## src/rtl/alu_insn_decode_queue.sv

```systemverilog
// Registered decoder for OP-IMM / OP ALU instructions with illegal-encoding detection,
// feeding a small valid/ready FIFO toward execute, plus a saturating illegal-entry counter.
module alu_insn_decode_queue #(
  parameter int XLEN  = 32,
  parameter int DEPTH = 2,
  parameter int CNT_W = 8
) (
  input  logic             clk,
  input  logic             reset_n,
  input  logic             flush,
  input  logic             in_valid,
  output logic             in_ready,
  input  logic [31:0]      in_insn,
  output logic             out_valid,
  input  logic             out_ready,
  output logic [3:0]       out_alu_ctrl,
  output logic             out_use_imm,
  output logic [XLEN-1:0]  out_imm,
  output logic [4:0]       out_rd,
  output logic [4:0]       out_rs1,
  output logic [4:0]       out_rs2,
  output logic             out_illegal,
  output logic [CNT_W-1:0] illegal_count
);

  localparam int SHW = (XLEN == 64) ? 6 : 5;
  // Bits above the shamt field: funct7 on RV32, insn[31:26] on RV64.
  localparam int UPW = 12 - SHW;
  localparam int AW  = (DEPTH > 1) ? $clog2(DEPTH) : 1;
  localparam logic [6:0]     OPC_OPIMM = 7'b0010011;
  localparam logic [6:0]     OPC_OP    = 7'b0110011;
  localparam logic [UPW-1:0] UP_SRA    = {2'b01, {(UPW-2){1'b0}}};

  typedef struct packed {
    logic [3:0]      alu_ctrl;
    logic            use_imm;
    logic [XLEN-1:0] imm;
    logic [4:0]      rd;
    logic [4:0]      rs1;
    logic [4:0]      rs2;
    logic            illegal;
  } entry_t;

  entry_t         dec;
  logic [6:0]     opcode;
  logic [2:0]     f3;
  logic [6:0]     f7;
  logic [SHW-1:0] shamt;
  logic [UPW-1:0] upper;
  logic           is_opimm;
  logic           is_op;
  logic           is_shift;
  logic           sub_sra;

  always_comb begin
    opcode   = in_insn[6:0];
    f3       = in_insn[14:12];
    f7       = in_insn[31:25];
    shamt    = in_insn[20 +: SHW];
    upper    = in_insn[31 -: UPW];
    is_opimm = (opcode == OPC_OPIMM);
    is_op    = (opcode == OPC_OP);
    is_shift = (f3[1:0] == 2'b01);
    sub_sra  = (f3[2:1] == 2'b01) |
               (in_insn[30] & ((f3 == 3'b101) | (is_op & (f3 == 3'b000))));

    dec          = '0;
    dec.alu_ctrl = {sub_sra, f3};
    dec.use_imm  = is_opimm;
    dec.rd       = in_insn[11:7];
    dec.rs1      = in_insn[19:15];
    dec.rs2      = in_insn[24:20];

    if (is_opimm) begin
      if (is_shift) dec.imm = {{(XLEN-SHW){1'b0}}, shamt};
      else          dec.imm = {{(XLEN-12){in_insn[31]}}, in_insn[31:20]};
    end

    if (is_opimm) begin
      if (f3 == 3'b001)      dec.illegal = (upper != '0);
      else if (f3 == 3'b101) dec.illegal = (upper != '0) && (upper != UP_SRA);
    end else if (is_op) begin
      if (f7 == 7'b0100000) dec.illegal = (f3 != 3'b000) && (f3 != 3'b101);
      else                  dec.illegal = (f7 != 7'b0000000);
    end else begin
      dec.illegal = 1'b1;
    end
  end

  entry_t        mem [DEPTH];
  entry_t        head;
  logic [AW-1:0] wr_ptr;
  logic [AW-1:0] rd_ptr;
  logic [AW:0]   count;
  logic          full;
  logic          empty;
  logic          push;
  logic          pop;

  assign full      = (count == (AW+1)'(DEPTH));
  assign empty     = (count == '0);
  assign in_ready  = ~full;
  assign out_valid = ~empty;
  assign push      = in_valid & in_ready & ~flush;
  assign pop       = out_valid & out_ready & ~flush;

  // DEPTH is a power of two, so the pointers wrap by plain overflow.
  always_ff @(posedge clk or negedge reset_n) begin
    if (!reset_n) begin
      wr_ptr <= '0;
      rd_ptr <= '0;
      count  <= '0;
    end else if (flush) begin
      wr_ptr <= '0;
      rd_ptr <= '0;
      count  <= '0;
    end else begin
      if (push) wr_ptr <= wr_ptr + AW'(1);
      if (pop)  rd_ptr <= rd_ptr + AW'(1);
      case ({push, pop})
        2'b10:   count <= count + (AW+1)'(1);
        2'b01:   count <= count - (AW+1)'(1);
        default: count <= count;
      endcase
    end
  end

  always_ff @(posedge clk) begin
    if (push) mem[wr_ptr] <= dec;
  end

  always_ff @(posedge clk or negedge reset_n) begin
    if (!reset_n)                                        illegal_count <= '0;
    else if (push && dec.illegal && (illegal_count != '1)) illegal_count <= illegal_count + CNT_W'(1);
  end

  assign head         = mem[rd_ptr];
  assign out_alu_ctrl = head.alu_ctrl;
  assign out_use_imm  = head.use_imm;
  assign out_imm      = head.imm;
  assign out_rd       = head.rd;
  assign out_rs1      = head.rs1;
  assign out_rs2      = head.rs2;
  assign out_illegal  = head.illegal;

endmodule

```

## config.mk

```make
export PLATFORM = sky130hd
export DESIGN_NAME = alu_insn_decode_queue
export DESIGN_NICKNAME = d
export VERILOG_FILES = /design/src/rtl/alu_insn_decode_queue.sv
export SDC_FILE = /design/constraint.sdc
export NUM_CORES = 1
export LEC_CHECK = 0
export BUFFER_PORTS_ARGS = -buffer_cell sky130_fd_sc_hd__buf_2
export CORE_UTILIZATION = 55
export CTS_BUF_LIST = sky130_fd_sc_hd__clkbuf_16
export DETAILED_ROUTE_END_ITERATION = 8
export GPL_TIMING_DRIVEN = 0
export PLACE_DENSITY = 0.83
export SKIP_CTS_REPAIR_TIMING = 1
export SLEW_MARGIN = 20
export SYNTH_ARGS = -nofsm -noshare
export SYNTH_HDL_FRONTEND = slang
export SYNTH_SLANG_ARGS = --single-unit
```

## constraint.sdc

```tcl
create_clock -name clk -period 11.05 [get_ports clk]
set_input_delay 2.21 -clock clk [delete_from_list [all_inputs] [get_ports clk]]
set_output_delay 2.21 -clock clk [all_outputs]
set_load 0.02 [all_outputs]
```

# After elaboration in Yosys (flattened, before gate mapping)
# Memories as Yosys holds them, arrays and structs flattened.
# Index checks and enable logic that the tools add are counted.
totals:
  word_cells: 60
  out_inout_bits: 63
  ramBits: 106
  inputBits: 37
  ff_bits: 12
  memories: 1
op_classes:
  n_mux: 15
  n_addsub: 5
  n_reduce_logical: 11
  n_bitwise: 11
  eq_ne: 13
mem_list:
  columns: ["memory", "depth", "width", "rd", "rd_clocked_by_memory_dff", "wr", "line_no", "source"]
  rows:
  - ["mem", 2, 53, 1, 0, 1, "90", "entry_t mem [DEPTH];"]
op_table:
  columns: ["op", "count"]
  rows:
  - ["two-way mux 32 bit", 2]
  - ["== test 7 x 6 -> 1 bit, second input constant", 2]
  - ["two-way mux 1 bit", 11]
  - ["adder 8 x 1 -> 8 bit, second input constant", 1]
  - ["!= test 8 bit, second input constant", 1]
  - ["== test 7 x 5 -> 1 bit, second input constant", 1]
  - ["!= test 7 x 6 -> 1 bit, second input constant", 1]
  - ["nonzero test 7 bit", 1]
  - ["bitwise AND 1 bit", 6]
  - ["== test 2 x 1 -> 1 bit, second input constant", 3]
  - ["nonzero test 3 bit", 2]
  - ["== test 2 bit, second input constant", 2]
  - ["logical AND 1 bit", 4]
  - ["one-hot mux 2 bit (2 select lines)", 1]
  - ["nonzero test 2 bit", 2]
  - ["== test 3 x 1 -> 1 bit, second input constant", 1]
  - ["== test 3 bit, second input constant", 1]
  - ["logical NOT 3 bit", 1]
  - ["!= test 3 bit, second input constant", 1]
  - ["inverter 1 bit", 3]
  - ["adder 1 bit, second input constant", 2]
  - ["adder 2 x 1 -> 2 bit, second input constant", 1]
  - ["logical NOT 2 bit", 1]
  - ["two-way mux 2 bit", 1]
  - ["other kinds (2)", 3]

# Depth between registers and ports, before layout
# Gate-level depths: netlist (run 1).
depth:
  word_depth: 7
  depth_mapped: 6
  ltp_nobuf: 6

# Worst setup path after synthesis (run 1)
# Ideal clock, no wire load.
synth_timing:
  kind: "in2reg"
  startpoint: "input in_valid"
  endpoint: "memory mem[1][0] (netlist name), enable pin"
  path_stages: 2
  arrival_ps: 4846
  setup_slack_ps: 5733
  n_path_buf: 0
  required_ps: 10579
  setup_ps: 471
  path_cell_list: "nand2_1 -> nor3b_1"
synth_between:
  elab_chain_len: 4
synth_rtl:
  columns: ["item", "line_no", "source"]
  rows:
  - ["start, declared", "11", "input logic in_valid,"]
  - ["bitwise AND 1 bit (2 in series)", "104", "assign push = in_valid & in_ready & ~flush;"]
  - ["two-way mux 1 bit", "129", "if (push) mem[wr_ptr] <= dec;"]
  - ["two-way mux 1 bit (not written as such)", "129", null]
  - ["end, declared", "90", null]
# No other way between the ends.

# Final worst setup path (run 1)
layout_timing:
  startpoint: "register rd_ptr"
  endpoint: "output out_imm[24]"
layout_between:
  elab_chain_len: 1
layout_rtl:
  columns: ["item", "line_no", "source"]
  rows:
  - ["start, declared", "93", "logic [AW-1:0] rd_ptr;"]
  - ["start signal, assigned", "119", "if (pop) rd_ptr <= rd_ptr + AW'(1);"]
  - ["memory (2 x 53 bit)", null, null]
  - ["end, declared", "18", "output logic [XLEN-1:0] out_imm,"]
# No other way between the ends.

==> summary.txt, run 1 <==
Run status
  • Status: finished clean

Floorplanning
  • Die width: 80.2 um
  • Die Height: around 80 um
  • Initial Util: a little under three fifths
  • I/O Pins: 100
  • Full die area: 6430 sq um
  • Cell Rows: 28
  • CORE AREA: 5920 sq um

Synthesis
  • Synth top cells by count: edfxtp_1 (66), mux2_2 (33), buf_4 (20)
  • Most frequent cell after synthesis: edfxtp_1
  • Synthesized area per cell: 15.8 sq um
  • Synth warn: 0
  • Synth Cell Area: 3360 sq um
  • Net Count, Synth: 251
  • Synth area leader: edfxtp_1
  • Sequential-to-total area share from yosys stat: 67.8%
  • Syn Inst Count: ~210
  • Ys async rst share: 15.4%
  • EDFF count, synth: 66
  • Netlist cell types: 35
  • Yosys reg bits: 78
  • Synth top area cells: edfxtp_1 (59%), mux2_2 (11%), dfrtp_1 (8.9%)
  • Most used DFF post-synth: edfxtp_1
  • Post-synth top area share: 58.9%

Global routing
  • First-pass GRT wire length: around 10 mm
  • Vias in the first global route: 2071
  • Largest net degree at the start of global routing: 22
  • GRT Total Usage: 22.0%
  • Initial antenna violation count: 0
  • GR Overflow Total: 0

Placed design
  • Placer congestion estimate: 0.691
  • Post-DP HPWL: 4.70 mm
  • Port Buffers: 99

Final layout
  • ANT cells: 0
  • Fillers: 385
  • Post-layout nets: 368
  • Fraction of layout cells with a size suffix above 1: a little under three fifths
  • Area of the multi-input gates: 923 sq um
  • FF/Latch Area: around 2300 sq um
  • Area Growth Syn to Fin: 29.5%

Route
  • Vias: between 2000 and 2500
  • Post-route DRC: 0
  • Initial DRC count: 104
  • Wirelength per Cell: approximately 16 um
  • Drt total wl: 6.63 mm
  • Post-DRT Antenna Nets: 0
  • Number of detailed-route iterations in the first pass: 4
  • Via density: 5.13

Critical path
  • CP Data Required Time: just under 9 ns
  • Worst-path maximum fanout: 21
  • CP startpoint kind: flip-flop
  • Worst setup EP type: output port
  • CP Class: flip-flop to output port
  • Reg2reg setup slack: 9.00 ns
  • CP arrival: approximately 2.4 ns

STA
  • RSZ-0062 raised after global routing: no
  • Setup_tns: 0 ns
  • Final hold viol count: 0
  • Layout Skew: 0.00346 ns
  • Final setup fails: 0
  • Fin crit period: 4.64 ns
  • Highest clock rate: 0.215 GHz
  • Fin. max-slew vios: 0
  • Slew @ Worst Pin: between 0.9 and 1 ns
  • Relative slew margins: 38.1%
  • Final period utilization: 42.0%

CTS
  • Root Buffer: clkbuf_16
  • CTS tree: yes
  • CTS Sinks: 78
  • Clock latency on the worst-skew pair: 0.32 ns
  • CTS HTree Levels: 3
  • Cts bufs inserted: 9
  • Clock transition at path regs: 0.05 ns
  • CTS Buffer Depth: 2

Pwr
  • PwrDens: 189 nW/um^2
  • Overall Power: 0.000824 W
  • P_leak: 1.77 nW
  • VDD IR max: 0.126 mV

Flow run
  • Max Cap Viol: 0

Min path
  • Hold Path Class: flip-flop to flip-flop
==> where the power goes <==
| part | switching (W) | internal, W | leakage (nW) |
|---|---|---|---|
| Sequential | 0.0000158 | 0.000340 | 0.781 |
| Clock | 0.000102 | 0.000217 | 0.164 |
| Combinational | 0.0000848 | 0.0000634 | 0.824 |
| Total | 0.000203 | 0.000621 | 1.77 |
==> cells by family after synthesis <==
group	synth area share, %
DFF	67.8
and+or+nand+nor	11.4
muxes	11.5
buffers and inverters	5.02
AOI/OAI and AO/OA	1.56
xor gates and xnor gates	2.34
adders and majority gates	0.372
==> registers in the layout (all words and copies together), names as in the netlist <==
name,count
count,2
illegal_count,8
mem,66
rd_ptr,1
wr_ptr,1
==> layout by cell type (no fill, tap or decap), types with 2 or more instances in the layout <==
cell type / instances
nor2_1: 9
nand3_1: 3
xnor2_1: 7
clkbuf_16: 9
edfxtp_1: 66
nand4_1: 2
xor2_1: 2
mux2_2: 33
dfrtp_1: 12
clkbuf_1: 4
nor3_1: 2
nand2b_1: 2
buf_4: 24
nor4_4: 2
inv_1: 2
buf_2: 99
a21oi_1: 5
nand4b_1: 3
and2_1: 5
bufinv_16: 3
and2_2: 7
nand2_1: 9
nor2b_1: 2
buf_6: 3
==> area by class of cell <==
type	count	share of cell area (%)
flip-flops and latches	78	52.4
multi-input cells	110	21.2
repair buffers	106	12.8
clock buffers	9	5.17
inverters	1	0.0862
clock inverters	6	2.36
plain buffers	24	3.79
well taps	75	2.15
==> stage by stage <==
| stage | utilization [%] | hold slack [ns] | instances | instance area, sq um | worst slack, ns |
|---|---|---|---|---|---|
| 2_1_floorplan | - | 0.519 | 213 | 3360 | 5.73 |
| 3_3_place_gp | 66.8 | 0.486 | 387 | 3950 | 4.26 |
| 3_5_place_dp | 68.0 | 0.501 | 394 | 4030 | 6.74 |
| 4_1_cts | 73.6 | 0.510 | 409 | 4360 | 6.39 |
| 5_1_grt | 73.6 | 0.545 | 409 | 4360 | 6.31 |
| 6_report | 73.6 | 0.510 | 409 | 4360 | 6.41 |
==> metal layers <==
metal  GRT usage (%)  routed length, um  up-vias
li1                -                  -     1009
met1            25.0               2580     1023
met2            39.9               3640       62
met3            5.34                347        5
met4            8.04                 56        0
met5               0                  0        -
==> worst max-delay path: stages, from the launching register on <==
cell and delay, ns:
dfrtp_1 0.31, clkbuf_1 0.31, clkbuf_1 0.57, mux2_2 0.57, buf_4 0.19, buf_2 0.15
==> path summary, 6_finish.rpt <==
kind | start | endpoint | cells past startpoint
min in group asynchronous | reset_n | illegal_count[0] | 1
max in group asynchronous | reset_n | rd_ptr | 1
worst min register to register | illegal_count[6] | illegal_count[6] | 1
worst min-delay path | illegal_count[6] | illegal_count[6] | 1
worst max-delay path | rd_ptr | out_imm[24] | 5
worst max register to register | count[0] | mem[0][1] | 5
Power figures use the tool's default switching activity.
==> run 2, diff against run 1 <==
- ABC_AREA: not set -> 1
- CORE_UTILIZATION: 55 -> 47
- PLACE_DENSITY: 0.83 -> 0.75
- clock period: 11.05 -> 3.8 ns (I/O delays scaled with it)
==> summary.txt, run 2 <==
Synthesis
  • Most frequent cell after synthesis: nand2_1 (was edfxtp_1)
  • Yosys reg bits: 78 (unchanged)
  • Synthesized area per cell: 10.3 sq um (was 15.8 sq um)
  • Synth top cells by count: nand2_1 (141), edfxtp_1 (66), nor2_1 (23) (was edfxtp_1 (66), mux2_2 (33), buf_4 (20))
  • Sequential-to-total area share from yosys stat: 65.0% (was 67.8%)
  • Synth top area cells: edfxtp_1 (56%), nand2_1 (15%), dfrtp_1 (8.6%) (was edfxtp_1 (59%), mux2_2 (11%), dfrtp_1 (8.9%))
  • Synth area leader: edfxtp_1 (unchanged)
  • Ys async rst share: 15.4% (unchanged)
  • Net Count, Synth: 378 (was 251)
  • Post-synth top area share: 56.5% (was 58.9%)
  • Synth warn: 0 (unchanged)
  • Syn Inst Count: 340 (was 213)
  • Synth Cell Area: 3510 sq um (was 3360 sq um)
  • Netlist cell types: 29 (was 35)
  • EDFF count, synth: 66 (unchanged)
  • Most used DFF post-synth: edfxtp_1 (unchanged)

Final layout
  • FF/Latch Area: 2280 sq um (unchanged)
  • Fillers: 625 (was 385)
  • Largest reg by FF count: mem (unchanged)
  • ANT cells: 0 (unchanged)
  • Fraction of layout cells with a size suffix above 1: 34.4% (was 56.3%)
  • Commonest non-fill, non-tap cell in the layout: nand2_1 (was buf_2)
  • Max reg flops: 66 (unchanged)
  • Most frequent cells in the layout: nand2_1 (141), buf_2 (100), edfxtp_1 (66) (was buf_2 (99), edfxtp_1 (66), mux2_2 (33))
  • Area Growth Syn to Fin: 27.7% (was 29.5%)
  • Post-layout nets: 490 (was 368)
  • Area of the multi-input gates: 967 sq um (was 923 sq um)
  • Biggest regs: mem: 66 flops, illegal_count: 8 flops, count: 2 flops (unchanged)

Route
  • Post-DRT Antenna Nets: 0 (unchanged)
  • Post-route DRC: 0 (unchanged)
  • Wirelength per Cell: 12.3 um (was 16.2 um)
  • Vias: 2539 (was 2099)
  • Drt total wl: 6.85 mm (was 6.63 mm)
  • Number of detailed-route iterations in the first pass: 4 (unchanged)
  • Via density: 4.57 (was 5.13)
  • Initial DRC count: 103 (was 104)

Critical path
  • CP Class: flip-flop to output port (unchanged)
  • CP arrival: 2.35 ns (was 2.43 ns)
  • Worst setup EP type: output port (unchanged)
  • Worst-path maximum fanout: 21 (unchanged)
  • Worst path max stage delay: 0.48 ns (was 0.57 ns)
  • CP max stage cell: nand2_1 (was clkbuf_1)
  • CP startpoint kind: flip-flop (unchanged)
  • CP delay by family, top: buffers and inverters (unchanged)
  • CP Data Required Time: 3.04 ns (was 8.84 ns)
  • Crit path cell chain: buf_2 -> clkinv_1 -> clkbuf_1 -> nand2_1 -> nand2_1 -> buf_4 -> buf_2 (was clkbuf_1 -> clkbuf_1 -> mux2_2 -> buf_4 -> buf_2)
  • Worst Path Buf+Inv: 5 (was 4)

STA
  • Fin. max-slew vios: 0 (unchanged)
  • Final period utilization: 81.9%
  • Setup_tns: 0 ns (unchanged)
  • RSZ-0062 raised after global routing: no (unchanged)
  • Final hold viol count: 0 (unchanged)
  • Highest clock rate: 0.321 GHz
  • Fin crit period: 3.11 ns
  • Relative slew margins: 59.4% (was 38.1%)
  • Slew @ Worst Pin: 0.607 ns (was 0.922 ns)
  • Layout Skew: 0.00406 ns (was 0.00346 ns)
  • Hold slack: 0.306 ns (was 0.510 ns)
  • Final setup fails: 0 (unchanged)

Floorplanning
  • Die Height: 88.4 um (was 80.2 um)
  • Full die area: 7820 sq um (was 6430 sq um)
  • Cell Rows: 31 (was 28)
  • Die width: 88.4 um (was 80.2 um)
  • Initial Util: 48.4% (was 56.8%)
  • I/O Pins: 100 (unchanged)
  • CORE AREA: 7250 sq um (was 5920 sq um)

CTS
  • Root Buffer: clkbuf_16 (unchanged)
  • Clock latency on the worst-skew pair: 0.33 ns (was 0.32 ns)
  • CTS HTree Levels: 3 (unchanged)
  • CTS Buffer Depth: 2 (unchanged)
  • CTS tree: yes (unchanged)
  • CTS Sinks: 78 (unchanged)
  • Clock transition at path regs: 0.06 ns (was 0.05 ns)
  • Cts bufs inserted: 9 (unchanged)

Pwr
  • Internal power: 0.00186 W (was 0.000621 W)
  • P_leak: 2.13 nW (was 1.77 nW)
  • Psw: 0.000964 W (was 0.000203 W)
  • VDD IR max: 0.351 mV (was 0.126 mV)
  • Part of the power in registers: 38.3% (was 43.2%)
  • Sw Share: 34.2% (was 24.6%)
  • Clock power share: 28.3% (was 38.8%)
  • Comb pwr share: 33.3% (was 18.0%)
  • PwrDens: 629 nW/um^2 (was 189 nW/um^2)

Global routing
  • Initial antenna violation count: 0 (unchanged)
  • Largest net degree at the start of global routing: 22 (unchanged)
  • GRT Total Usage: 18.2% (was 22.0%)
  • First-pass GRT wire length: 10.4 mm (was 10.1 mm)
  • Vias in the first global route: 2265 (was 2071)
  • GR Overflow Total: 0 (unchanged)

Placed design
  • Placer congestion estimate: 0.760 (was 0.691)
  • Port Buffers: 99 (unchanged)
  • Post-DP HPWL: 4.89 mm (was 4.70 mm)

Min path
  • Hold Path Class: input port to async pin (was flip-flop to flip-flop)

Run status
  • Status: finished clean (unchanged)

Flow run
  • Max Cap Viol: 0 (unchanged)
-- run 2: cell types whose count changed after synthesis, moves of 7 or more --
cell	previous run	this run
and2_2	7	0
nand2_1	9	141
inv_1	1	20
mux2_2	33	0
nor2_1	9	23
nand3_1	3	13
-- run 2: area by class of cell --
class / instances / share of cell area, %
Multi-Input combinational cell: 209 / 21.6
Clock buffer: 9 / 5.03
Sequential cell: 78 / 50.9
Inverter: 26 / 2.18
Buffer: 27 / 3.96
Timing Repair Buffer: 101 / 12.3
Clock inverter: 7 / 1.28
Tap cell: 99 / 2.76
-- run 2: path summary, 6_finish.rpt --
check / start / slack, ns / to / cells past startpoint
setup / recovery: rd_ptr / 0.69 / out_imm[21] / 7
hold / removal: reset_n / 0.31 / count[1] / 1
setup reg to reg: count[1] / 2.00 / mem[0][21] / 4
hold reg to reg: count[0] / 0.52 / count[0] / 2
max in group asynchronous: reset_n / 3.27 / illegal_count[0] / 1
min in group clk: count[0] / 0.52 / count[0] / 2
-- run 2: power groups by stage --
stage               clock network, W  registers, W  logic (W)
floorplan                          0       0.00112   0.000606
global placement                   0       0.00110   0.000911
detailed placement                 0       0.00110   0.000951
CTS                         0.000812       0.00108   0.000955
global route                0.000849       0.00109    0.00103
finish                      0.000800       0.00108   0.000940
-- run 2: through the flow --
step / worst slack [ns] / cells / utilization, % / total power [W] / area [sq um]
CTS: 0.626 / 556 / 61.8 / 0.00285 / 4480
floorplan: 0.927 / 340 / - / 0.00172 / 3510
global route: 0.435 / 556 / 61.8 / 0.00297 / 4480
detailed placement: 0.996 / 540 / 57.9 / 0.00205 / 4200
finish: 0.689 / 556 / 61.8 / 0.00282 / 4480
global placement: 0.0526 / 538 / 56.9 / 0.00201 / 4130
-- run 2: cells by family (layout without fill, tap and decap cells) --
| group | Yosys count | in the layout | share of synthesized area [%] |
|---|---|---|---|
| AND/OR/NAND/NOR | 193 | 193 | 23.2 |
| AO/OA/AOI/OAI | 8 | 8 | 1.82 |
| flip-flops | 78 | 78 | 65.0 |
| XOR/XNOR | 7 | 7 | 1.75 |
| buffers and inverters | 53 | 170 | 7.84 |
| adder cells (fa/ha/maj) | 1 | 1 | 0.356 |
-- run 2: layer usage --
layer,GRT usage [%],wire [um]
met5,0,0
met2,31.3,3560
met3,4.01,326
met1,22.0,2930
met4,7.92,30
==> run 3, diff against run 2 <==
- ABC_AREA: 1 -> 0
- CORE_UTILIZATION: 47 -> 46
- PLACE_DENSITY: 0.75 -> 0.74
- clock period: 3.8 -> 2.6 ns (I/O delays scaled with it)
==> summary.txt, run 3 (synthesis gave the netlist of run 1 again) <==
Pwr
  • VDD IR max: 0.440 mV (was 0.351 mV)
  • P_leak: 1.77 nW (was 2.13 nW)
  • PwrDens: 804 nW/um^2 (was 629 nW/um^2)
  • Overall Power: 0.00354 W (was 0.00282 W)

Route
  • Vias: 2066 (was 2539)
  • Wirelength per Cell: 14.4 um (was 12.3 um)
  • Post-DRT Antenna Nets: 0 (unchanged)
  • Number of detailed-route iterations in the first pass: 4 (unchanged)
  • Drt total wl: 6.15 mm (was 6.85 mm)
  • Post-route DRC: 0 (unchanged)
  • Initial DRC count: 66 (was 103)
  • Via density: 4.84 (was 4.57)

Final layout
  • ANT cells: 0 (unchanged)
  • Fin util: 63.5% (was 61.8%)
  • Most frequent cells in the layout: buf_2 (99), edfxtp_1 (66), mux2_2 (33) (was nand2_1 (141), buf_2 (100), edfxtp_1 (66))
  • Largest reg by FF count: mem (unchanged)
  • Post-layout nets: 364 (was 490)
  • Fillers: 528 (was 625)
  • Area Growth Syn to Fin: 31.0% (was 27.7%)
  • Commonest non-fill, non-tap cell in the layout: buf_2 (was nand2_1)
  • Fraction of layout cells with a size suffix above 1: 57.4% (was 34.4%)
  • Biggest regs: mem: 66 flops, illegal_count: 8 flops, count: 2 flops (unchanged)
  • Max reg flops: 66 (unchanged)

Global routing
  • Vias in the first global route: 2031 (was 2265)
  • GR Overflow Total: 0 (unchanged)
  • GRT Total Usage: 16.8% (was 18.2%)
  • First-pass GRT wire length: 9.52 mm (was 10.4 mm)
  • Largest net degree at the start of global routing: 22 (unchanged)
  • Initial antenna violation count: 0 (unchanged)

STA
  • Final period utilization: between 90 and 100%
  • Final hold viol count: 0 (unchanged)
  • Final setup fails: 0 (unchanged)
  • RSZ-0062 raised after global routing: no (unchanged)
  • Highest clock rate: 0.414 GHz
  • Layout Skew: 0.00315 ns (was 0.00406 ns)
  • Relative slew margins: 47.8% (was 59.4%)
  • Fin crit period: ~2.4 ns
  • Fin. max-slew vios: 0 (unchanged)
  • Slew @ Worst Pin: 0.777 ns (was 0.607 ns)

Flow run
  • Max Cap Viol: 0 (unchanged)

Placed design
  • Post-DP HPWL: 4.44 mm (was 4.89 mm)
  • Port Buffers: 99 (unchanged)
  • Placer congestion estimate: 0.708 (was 0.760)

Critical path
  • CP Data Required Time: 2.08 ns (was 3.04 ns)
  • RR Startpoint: count[0] (was count[1])
  • CP Class: flip-flop to output port (unchanged)
  • Worst R2R Path Depth: 5 (was 4)
  • Worst-path maximum fanout: 21 (unchanged)
  • R2r endpoint: mem[1][2] (was mem[0][21])
  • Critical Path Sink: out_imm[25] (was out_imm[21])
  • Critical path startpoint: rd_ptr (unchanged)
  • CP startpoint kind: flip-flop (unchanged)
  • Reg2reg setup slack: 0.60 ns (was 2.00 ns)
  • Worst setup EP type: output port (unchanged)
  • CP arrival: 1.90 ns (was 2.35 ns)

CTS
  • Clock transition at path regs: 0.06 ns (about the same)
  • CTS tree: yes (unchanged)
  • CTS Buffer Depth: 2 (unchanged)
  • CTS Sinks: 78 (unchanged)
  • CTS HTree Levels: 3 (unchanged)
  • Root Buffer: clkbuf_16 (unchanged)
  • Cts bufs inserted: 9 (unchanged)
  • Clock latency on the worst-skew pair: 0.32 ns (was 0.33 ns)

Run status
  • Status: finished clean (unchanged)

Floorplanning
  • Die width: 87.5 um (was 88.4 um)
  • I/O Pins: 100 (unchanged)
  • Cell Rows: 30 (was 31)
  • Initial Util: 48.5% (was 48.4%)
  • Full die area: 7660 sq um (was 7820 sq um)
  • Die Height: 87.5 um (was 88.4 um)
  • CORE AREA: 6940 sq um (was 7250 sq um)

Min path
  • Hold Path Class: input port to async pin (unchanged)
==> run 3: worst min-delay path by stage <==
stage | start | end | slack (ns) | cells after the start
final | reset_n | illegal_count[6] | 0.07 | 1
after CTS | reset_n | illegal_count[6] | 0.07 | 1
after global placement | reset_n | illegal_count[6] | 0.41 | 1
after floorplan | reset_n | count[0] | 0.22 | 0
after global routing | reset_n | illegal_count[4] | 0.07 | 1
after detailed placement | reset_n | illegal_count[4] | 0.41 | 1
==> run 3: final cells by class <==
class	instances	area (sq um)	share of cell area (%)
clock buffers	9	225	5.11
repair buffers	103	552	12.5
clock inverters	7	121	2.75
plain buffers	23	165	3.75
flip-flops and latches	78	2280	51.8
inverters	1	3.75	0.0852
well taps	96	120	2.73
multi-input cells	110	936	21.2
==> run 3: through the flow <==
stage / setup WS, ns / cells / hold slack, ns / setup TNS, ns / area, sq um
CTS: -0.332 / 428 / 0.0656 / -7.77 / 4410
global placement: -0.0977 / 408 / 0.408 / -3.19 / 4000
finish: 0.185 / 427 / 0.0693 / 0 / 4410
floorplan: 0.331 / 213 / 0.224 / 0 / 3390
global route: 0.0757 / 427 / 0.0719 / 0 / 4410
detailed placement: -0.00578 / 412 / 0.412 / -0.0161 / 4060
==> run 3: routing by layer <==
| metal | wire, um | vias to the layer above | GRT usage [%] | share of wire [%] |
|---|---|---|---|---|
| li1 | - | 999 | - | - |
| met1 | 2660 | 988 | 20.2 | 43 |
| met2 | 3010 | 70 | 28.5 | 49 |
| met3 | 369 | 9 | 4.64 | 6.0 |
| met4 | 99 | 0 | 7.30 | 1.6 |
| met5 | 0 | - | 0 | 0 |
==> run 3: power breakdown <==
part | switching (W) | internal, W | leakage, nW
sequential | 0.0000704 | 0.00145 | 0.780
combinational | 0.000351 | 0.000270 | 0.820
clock | 0.000465 | 0.000941 | 0.170
total | 0.000886 | 0.00266 | 1.77
==> run 3: worst max-delay path, cell delays in order, from the launching register on <==
cell and delay (ns):
dfrtp_2 0.46, clkbuf_4 0.26, mux2_2 0.50, buf_4 0.19
buf_2 0.15
